<file path="config.mk">
export PLATFORM = sky130hd
export DESIGN_NAME = mtm_alu_serializer
export DESIGN_NICKNAME = d
export VERILOG_FILES = /design/src/rtl/mtm_alu_serializer.sv
export SDC_FILE = /design/constraint.sdc
export NUM_CORES = 1
export LEC_CHECK = 0
export ABC_AREA = 1
export BUFFER_PORTS_ARGS = -buffer_cell sky130_fd_sc_hd__buf_2
export CELL_PAD_IN_SITES_DETAIL_PLACEMENT = 0
export CELL_PAD_IN_SITES_GLOBAL_PLACEMENT = 1
export CORE_UTILIZATION = 25
export CTS_BUF_LIST = sky130_fd_sc_hd__clkbuf_4 sky130_fd_sc_hd__clkbuf_8
export CTS_CLUSTER_SIZE = 10
export DETAILED_ROUTE_END_ITERATION = 8
export PLACE_DENSITY = 0.45
export RECOVER_POWER = 100
export SYNTH_ARGS = -nofsm -noshare
export SYNTH_HDL_FRONTEND = slang
export SYNTH_SLANG_ARGS = --single-unit
</file>
<file path="constraint.sdc">
create_clock -name clk -period 2.1 [get_ports clk]
set_input_delay 0.105 -clock clk [delete_from_list [all_inputs] [get_ports clk]]
set_output_delay 0.105 -clock clk [all_outputs]
set_load 0.01 [all_outputs]
</file>
<file path="src/rtl/mtm_alu_serializer.sv">
// mtm_alu_serializer: packet FIFO feeding a 10-bit serial framer.
// Line idles high; each frame is start(0), 10 payload bits MSB first, stop(1).
`default_nettype none

module mtm_alu_serializer #(
  parameter int DEPTH    = 4,
  parameter int IDLE_GAP = 0
) (
  input  logic       clk,
  input  logic       rst,
  input  logic [9:0] packet,
  input  logic       data_valid,
  output logic       in_ready,
  output logic       sout,
  output logic       busy,
  output logic       overflow
);

  localparam int PW = (DEPTH > 1) ? $clog2(DEPTH) : 1;
  localparam int CW = $clog2(DEPTH + 1);
  localparam logic [CW-1:0] FULL = CW'(DEPTH);
  localparam logic [3:0] GAP_LOAD = (IDLE_GAP > 0) ? 4'(IDLE_GAP - 1) : 4'd0;

  typedef enum logic [2:0] {
    IDLE  = 3'd0,
    START = 3'd1,
    DATA  = 3'd2,
    STOP  = 3'd3,
    GAP   = 3'd4
  } state_t;

  state_t        state, state_nx;
  logic [9:0]    mem [DEPTH];
  logic [PW-1:0] rptr, wptr;
  logic [CW-1:0] count;
  logic [9:0]    sreg, sreg_nx;
  logic [3:0]    bitcnt, bitcnt_nx;
  logic [3:0]    gapcnt, gapcnt_nx;
  logic          sout_nx;
  logic          push, pop, launch, nonempty;

  assign nonempty = (count != '0);
  assign in_ready = (count != FULL);
  assign push     = data_valid && in_ready;
  assign busy     = (state != IDLE) || nonempty;

  always_comb begin
    state_nx  = state;
    sreg_nx   = sreg;
    bitcnt_nx = bitcnt;
    gapcnt_nx = gapcnt;
    sout_nx   = sout;
    launch    = 1'b0;
    pop       = 1'b0;
    case (state)
      IDLE: begin
        sout_nx = 1'b1;
        launch  = nonempty;
      end
      START: begin
        sout_nx   = sreg[9];
        sreg_nx   = {sreg[8:0], 1'b0};
        bitcnt_nx = 4'd1;
        state_nx  = DATA;
      end
      DATA: begin
        if (bitcnt == 4'd10) begin
          sout_nx   = 1'b1;
          bitcnt_nx = 4'd0;
          state_nx  = STOP;
        end else begin
          sout_nx   = sreg[9];
          sreg_nx   = {sreg[8:0], 1'b0};
          bitcnt_nx = bitcnt + 4'd1;
        end
      end
      STOP: begin
        sout_nx = 1'b1;
        if (IDLE_GAP > 0) begin
          gapcnt_nx = GAP_LOAD;
          state_nx  = GAP;
        end else begin
          launch   = nonempty;
          state_nx = IDLE;
        end
      end
      GAP: begin
        sout_nx = 1'b1;
        if (gapcnt != 4'd0) begin
          gapcnt_nx = gapcnt - 4'd1;
        end else begin
          launch   = nonempty;
          state_nx = IDLE;
        end
      end
      default: begin
        sout_nx  = 1'b1;
        state_nx = IDLE;
      end
    endcase
    // Pop only from the registered head: a same-edge write is never bypassed.
    if (launch) begin
      pop      = 1'b1;
      sreg_nx  = mem[rptr];
      sout_nx  = 1'b0;
      state_nx = START;
    end
  end

  always_ff @(posedge clk) begin
    if (rst) begin
      state    <= IDLE;
      rptr     <= '0;
      wptr     <= '0;
      count    <= '0;
      sreg     <= '0;
      bitcnt   <= '0;
      gapcnt   <= '0;
      sout     <= 1'b1;
      overflow <= 1'b0;
    end else begin
      state    <= state_nx;
      sreg     <= sreg_nx;
      bitcnt   <= bitcnt_nx;
      gapcnt   <= gapcnt_nx;
      sout     <= sout_nx;
      overflow <= data_valid && !in_ready;
      if (push) wptr <= wptr + PW'(1);
      if (pop)  rptr <= rptr + PW'(1);
      count    <= count + CW'(push) - CW'(pop);
    end
  end

  always_ff @(posedge clk) begin
    if (push) mem[wptr] <= packet;
  end

endmodule

`default_nettype wire

</file>
==> results of run 1 <==
[logic make-up (layout without fill, tap and decap cells)]
group,after synthesis,in the layout,synth area share (%)
AOI/OAI and AO/OA,32,32,5.96
DFF,67,67,60.1
buffers and inverters,33,77,4.97
xor gates and xnor gates,3,3,0.907
adders and majority gates,11,11,5.01
and+or+nand+nor,160,160,23.0
[metal layers]
layer | vias up | share of wire, %
li1 | 1088 | -
met1 | 959 | 48
met2 | 18 | 48
met3 | 10 | 2.2
met4 | 0 | 1.7
met5 | - | 0
[stage by stage]
step           util [%]  setup WS (ps)
4_1_cts            31.1            142
3_5_place_dp       28.6            160
3_3_place_gp       28.6            173
5_1_grt            30.8           18.7
2_1_floorplan         -           7.09
6_report           30.8            150
[placed cells by master, fill, tap and decap left out, drive strengths merged, types with 2 or more instances in the layout]
master,count
nand2,92
edfxtp,40
nand3,33
nor2,32
clkbuf,29
dfxtp,27
inv,23
a21oi,22
dlygate4sd3,11
ha,10
o21ai,9
buf,6
clkinv,5
clkinvlp,3
nor3,2
xnor2,2
[repair_timing]
| item | 4_1_cts | 5_1_grt |
|---|---|---|
| endpoints found under the hold margin | 41 | 0 |
| hold buffers | 11 | 0 |
| setup buffers | 0 | 0 |
[flip-flops by register name, indices dropped and copies added (netlist names), named ones only]
signal and cells:
bitcnt 4, mem 40, count 3, wptr 2, state 2, sout 1
sreg 10, rptr 2, overflow 1
[cell type report]
type / instances / area share (%)
flip-flops and latches: 67 / 51.0
clock buffers: 9 / 3.63
multi-input cells: 206 / 29.5
inverters: 24 / 2.64
repair buffers: 37 / 6.78
well taps: 140 / 5.13
clock inverters: 7 / 1.28
[power by group through the flow]
stage | Combinational [mW] | Clock (mW) | Sequential [mW]
final | 1.97 | 0.927 | 1.79
after global routing | 2.31 | 1.02 | 1.83
after CTS | 2.08 | 0.982 | 1.80
after detailed placement | 2.06 | 0 | 1.82
after global placement | 2.08 | 0 | 1.82
after floorplan | 1.50 | 0 | 1.79
[worst max path at each step]
stage               cells past startpoint             endpoint             startpoint  slack [ps]
detailed placement                     10  count[2]$_SDFF_PP0_  state[0]$_SDFFE_PP0P_         160
floorplan                              11  count[2]$_SDFF_PP0_  state[0]$_SDFFE_PP0P_           7
global route                           10  count[2]$_SDFF_PP0_  state[1]$_SDFFE_PP0P_          20
CTS                                    10  count[2]$_SDFF_PP0_  state[0]$_SDFFE_PP0P_         140
finish                                 10  count[2]$_SDFF_PP0_  state[0]$_SDFFE_PP0P_         150
global placement                       10  count[2]$_SDFF_PP0_  state[0]$_SDFFE_PP0P_         170
==> results.txt, run 1 <==
Worst Skew: 9.45 ps
Vias: 2075
post-route ant nets: 0
share of cells above drive strength 1: 9.14%
Fmax achieved: 513 MHz
Max stage delay on crit path: 370 ps
hold slack: 46.3 ps
DP HPWL: 4080 µm
CTS tree: yes
Buffers on Ports: 16
placed inst area: 0.00317 mm²
Post-synth EDFFs: 40
Core Rows: 38
DRT iter0 DRCs: 98
Die X-Extent: 110 µm
register area share after synthesis: 60.1%
number of cells on the worst reg-to-reg path: 10
worst-path cell chain: inv_1, ha_1, a21oi_4, inv_2, nand3_1, nand2_1, ha_1, fa_1, o21ai_0, a21oi_1
switch share: 41.7%
Yosys top cell by area: edfxtp_1
cell family with most CP delay: adder cells
actual slew at the worst max-slew pin: 388 ps
area grow syn2layout: 17.8%
Total GRT Usage: 12.3%
setup violators final: 0
average vias per placed instance: 4.23
Final Critical Period: 1950 ps
crit share post-route: 92.9%
status: finished clean
FF+latch area: 0.00174 mm²
Yosys cell types: 25
Seq cells post-synth: 67
antenna violations before repair: 0
CP max stage cell: fa_1
CP most frequent cell: ha_1
Routed WL: 6360 µm
GR Layer Usage met1: 15.0%
ranking of synthesized cells by area: edfxtp_1 41%, dfxtp_1 19%, nand2_1 12%
final net count: 369
critical register-to-register path endpoint: count[2]$_SDFF_PP0_
first-pass GRT wire length: 10500 µm
R2R setup slack: 150 ps
RSZ-0062 raised after global routing: no
Setup TNS Final: 0 ps
Pleak: 1.35 nW
ANT cells: 0
Synth top cells by count: 89 x nand2_1, 40 x edfxtp_1, 33 x nand3_1
clock sink count: 67
ys flop type: edfxtp_1
Hold Path Depth: 2
Post-Syn Instances: 306
Hold Vio Cnt, Final: 0
Hold Crit Endpoint: bitcnt[1]$_SDFFE_PP0P_
Gate power share: 42.0%
multi-input logic area: 0.00101 mm²
post-CTS resize count: 0
most common cell in the synthesized netlist: nand2_1
Skew-Pair Late Insertion Delay: 350 ps
crit path buf inv count: 2
met2 Use GR: 20.1%
crit-path max FO: 3
Yosys top cell area share: 41.5%
Power Dens Cells: 1370 mW/mm²
number of I/O pins: 17
core area: 0.0111 mm²
Setup crit end kind: flop
Overflow after GRT: 0
H-tree level count: 3
number of remaining DRC errors: 0
syn_nets: 330
max_cap viols: 0
Worst EP arrival: 2190 ps
hold_sp: rst
CP required: 2340 ps
gpl congestion: 0.653
Design Area, Final: 0.00341 mm²
critical path class: reg -> reg
Reg clk slew, reported paths: 80 ps
Pwr Total: 4.69 mW
Max Root-Sink Buffers: 2
largest net degree at the start of global routing: 20
Min-Delay Path Class: in -> reg
Max Slew Vio Count: 0
gr busiest metal: met2
Placed Cells: 463
Reg power frac: 38.2%
initial core utilization: 26.1%
ys async rst share: 0%
synthesized area per cell: 9.47 µm²
CTS Buf Count: 9
met3 Track Usage GR: 3.38%
die area: 0.0120 mm²
CTS root buffer: clkbuf_8
Layout Cells excl Fill: 490
Rel. slew slack: 73.9%
DRT Pass-1 Iters: 4
Clk pwr share: 19.8%
Internal: 2.73 mW
fillers: 1184
per-cell routed wire length: 13.0 µm
launch point of the worst reg-to-reg path: state[0]$_SDFFE_PP0P_
nature of the critical path startpoint: flop
Psw: 1.96 mW
peak supply drop: 0.000466 V
Cell Area, Synth: 0.00290 mm²
vias in the first global route: 2002
yosys warns: 0
Die Y: 110 µm
(Power assumes the default switching activity.)
==> inputs of run 2 (changes only) <==
--- a/config.mk
+++ b/config.mk
@@ -15,6 +15,8 @@
 export DETAILED_ROUTE_END_ITERATION = 8
 export PLACE_DENSITY = 0.45
 export RECOVER_POWER = 100
+export REMOVE_ABC_BUFFERS = 1
+export SKIP_CTS_REPAIR_TIMING = 1
 export SYNTH_ARGS = -nofsm -noshare
 export SYNTH_HDL_FRONTEND = slang
 export SYNTH_SLANG_ARGS = --single-unit
==> run 2 against run 1 <==
Net effect:
- core utilization up 0.47 points
- register-to-register slack better by 100 ps
- critical path depth down 1
==> results.txt, run 2 (synthesis results as in run 1) <==
Finished Core Util: 31.3%
number of I/O pins: 17
worst-path cell chain: nor2_4, nand2_1, nand2_2, nand2_1, nand2_1, ha_1, fa_1, o21ai_1, a21oi_1
actual slew at the worst max-slew pin: 722 ps
CP required: 2340 ps
vias in the first global route: 2003
Pleak: 1.36 nW
setup violators final: 0
Buffers on Ports: 16
Routed WL: 6370 µm
placed inst area: 0.00317 mm²
nature of the critical path startpoint: flop
Max Root-Sink Buffers: 2
Pwr Total: 4.93 mW
Total GRT Usage: 12.3%
peak supply drop: 0.000422 V
Worst Skew: 9.31 ps
Fmax achieved: 542 MHz
RSZ-0062 raised after global routing: no
largest net degree at the start of global routing: 20
FF+latch area: 0.00174 mm²
crit-path max FO: 9
Largest Register: mem
core area: 0.0111 mm²
Max Slew Vio Count: 0
initial core utilization: 26.1%
Die Y: 110 µm
critical path class: reg -> reg
fillers: 1181
Final Critical Period: 1850 ps
antenna violations before repair: 0
Hold Path Depth: 2
ANT cells: 0
hold slack: 34.1 ps
DRT iter0 DRCs: 79
Power Dens Cells: 1420 mW/mm²
number of remaining DRC errors: 0
Design Area, Final: 0.00346 mm²
DRT Pass-1 Iters: 4
first-pass GRT wire length: 10600 µm
Hold Vio Cnt, Final: 0
per-cell routed wire length: 13.0 µm
number of cells on the worst reg-to-reg path: 9
DP HPWL: 4140 µm
die area: 0.0120 mm²
commonest non-fill, non-tap cell in the layout: nand2_1
multi-input logic area: 0.00102 mm²
gpl congestion: 0.689
final net count: 369
CP most frequent cell: nand2_1
Die X-Extent: 110 µm
crit share post-route: 87.9%
max FFs per register: 40
Max stage delay on crit path: 430 ps
CTS Buf Count: 9
Worst EP arrival: 2090 ps
share of cells above drive strength 1: 10.0%
Core Rows: 38
Skew-Pair Late Insertion Delay: 350 ps
status: finished clean
area grow syn2layout: 19.6%
max_cap viols: 0
top flop regs: mem x40, sreg x10, bitcnt x4
Setup TNS Final: 0 ps
average vias per placed instance: 4.19
CP max stage cell: dfxtp_1
CTS root buffer: clkbuf_8
Reg clk slew, reported paths: 80 ps
Min-Delay Path Class: in -> reg
Setup crit end kind: flop
post-route ant nets: 0
Rel. slew slack: 51.8%
clock sink count: 67
H-tree level count: 3
most frequent cells in the layout: 89 x nand2_1, 40 x edfxtp_1, 33 x nand3_1
Overflow after GRT: 0
CTS tree: yes
Vias: 2051
==> run 2: cell count changes in the layout (fill, tap and decap cells not counted), moves of 2 or more <==
cell / change
clkinvlp_4: -2
inv_6: +3
clkbuf_2: -3
nand2_1: -2
nand2_2: +2
clkbuf_1: +2
clkinv_1: -2
==> run 2: routing by layer <==
metal,up-vias,routed length (µm),GRT usage [%]
li1,1092,-,-
met2,23,3000,20.0
met3,7,166,3.73
met5,-,0,0
met4,0,105,4.86
met1,929,3100,15.1
==> run 2: area by class of cell <==
cell class              count  share of cell area, %
flip-flops and latches     67                   50.3
multi-input cells         206                   29.5
repair buffers             37                   6.61
well taps                 140                   5.06
clock buffers               9                   3.58
inverters                  24                   2.60
clock inverters             7                   2.35
==> run 2: worst paths after layout <==
| kind | start | to | slack [ps] |
|---|---|---|---|
| worst max-delay path | count[1]$_SDFF_PP0_ | count[2]$_SDFF_PP0_ | 250 |
| worst min-delay path | rst | bitcnt[1]$_SDFFE_PP0P_ | 30 |
| worst max register to register | count[1]$_SDFF_PP0_ | count[2]$_SDFF_PP0_ | 250 |
| worst min register to register | sreg[4]$_SDFFE_PP0P_ | sreg[4]$_SDFFE_PP0P_ | 480 |
==> run 2: through the flow <==
step	cells	setup slack, ps
after floorplan	297	-114
after global placement	463	170
after detailed placement	463	147
after CTS	479	135
after global routing	490	27.9
final	490	253
==> run 2: worst max-delay path, delay by kind of cell (launching register included) <==
family	cells	cell delay (ps)
DFF	1	430
adders and majority gates	2	560
and+or+nand+nor	5	560
AOI/OAI and AO/OA	2	190
==> run 2: power breakdown <==
| group | total (mW) | internal [mW] | switching (mW) |
|---|---|---|---|
| registers | 1.80 | 1.66 | 0.144 |
| clock network | 1.12 | 0.567 | 0.554 |
| logic | 2.01 | 0.678 | 1.33 |
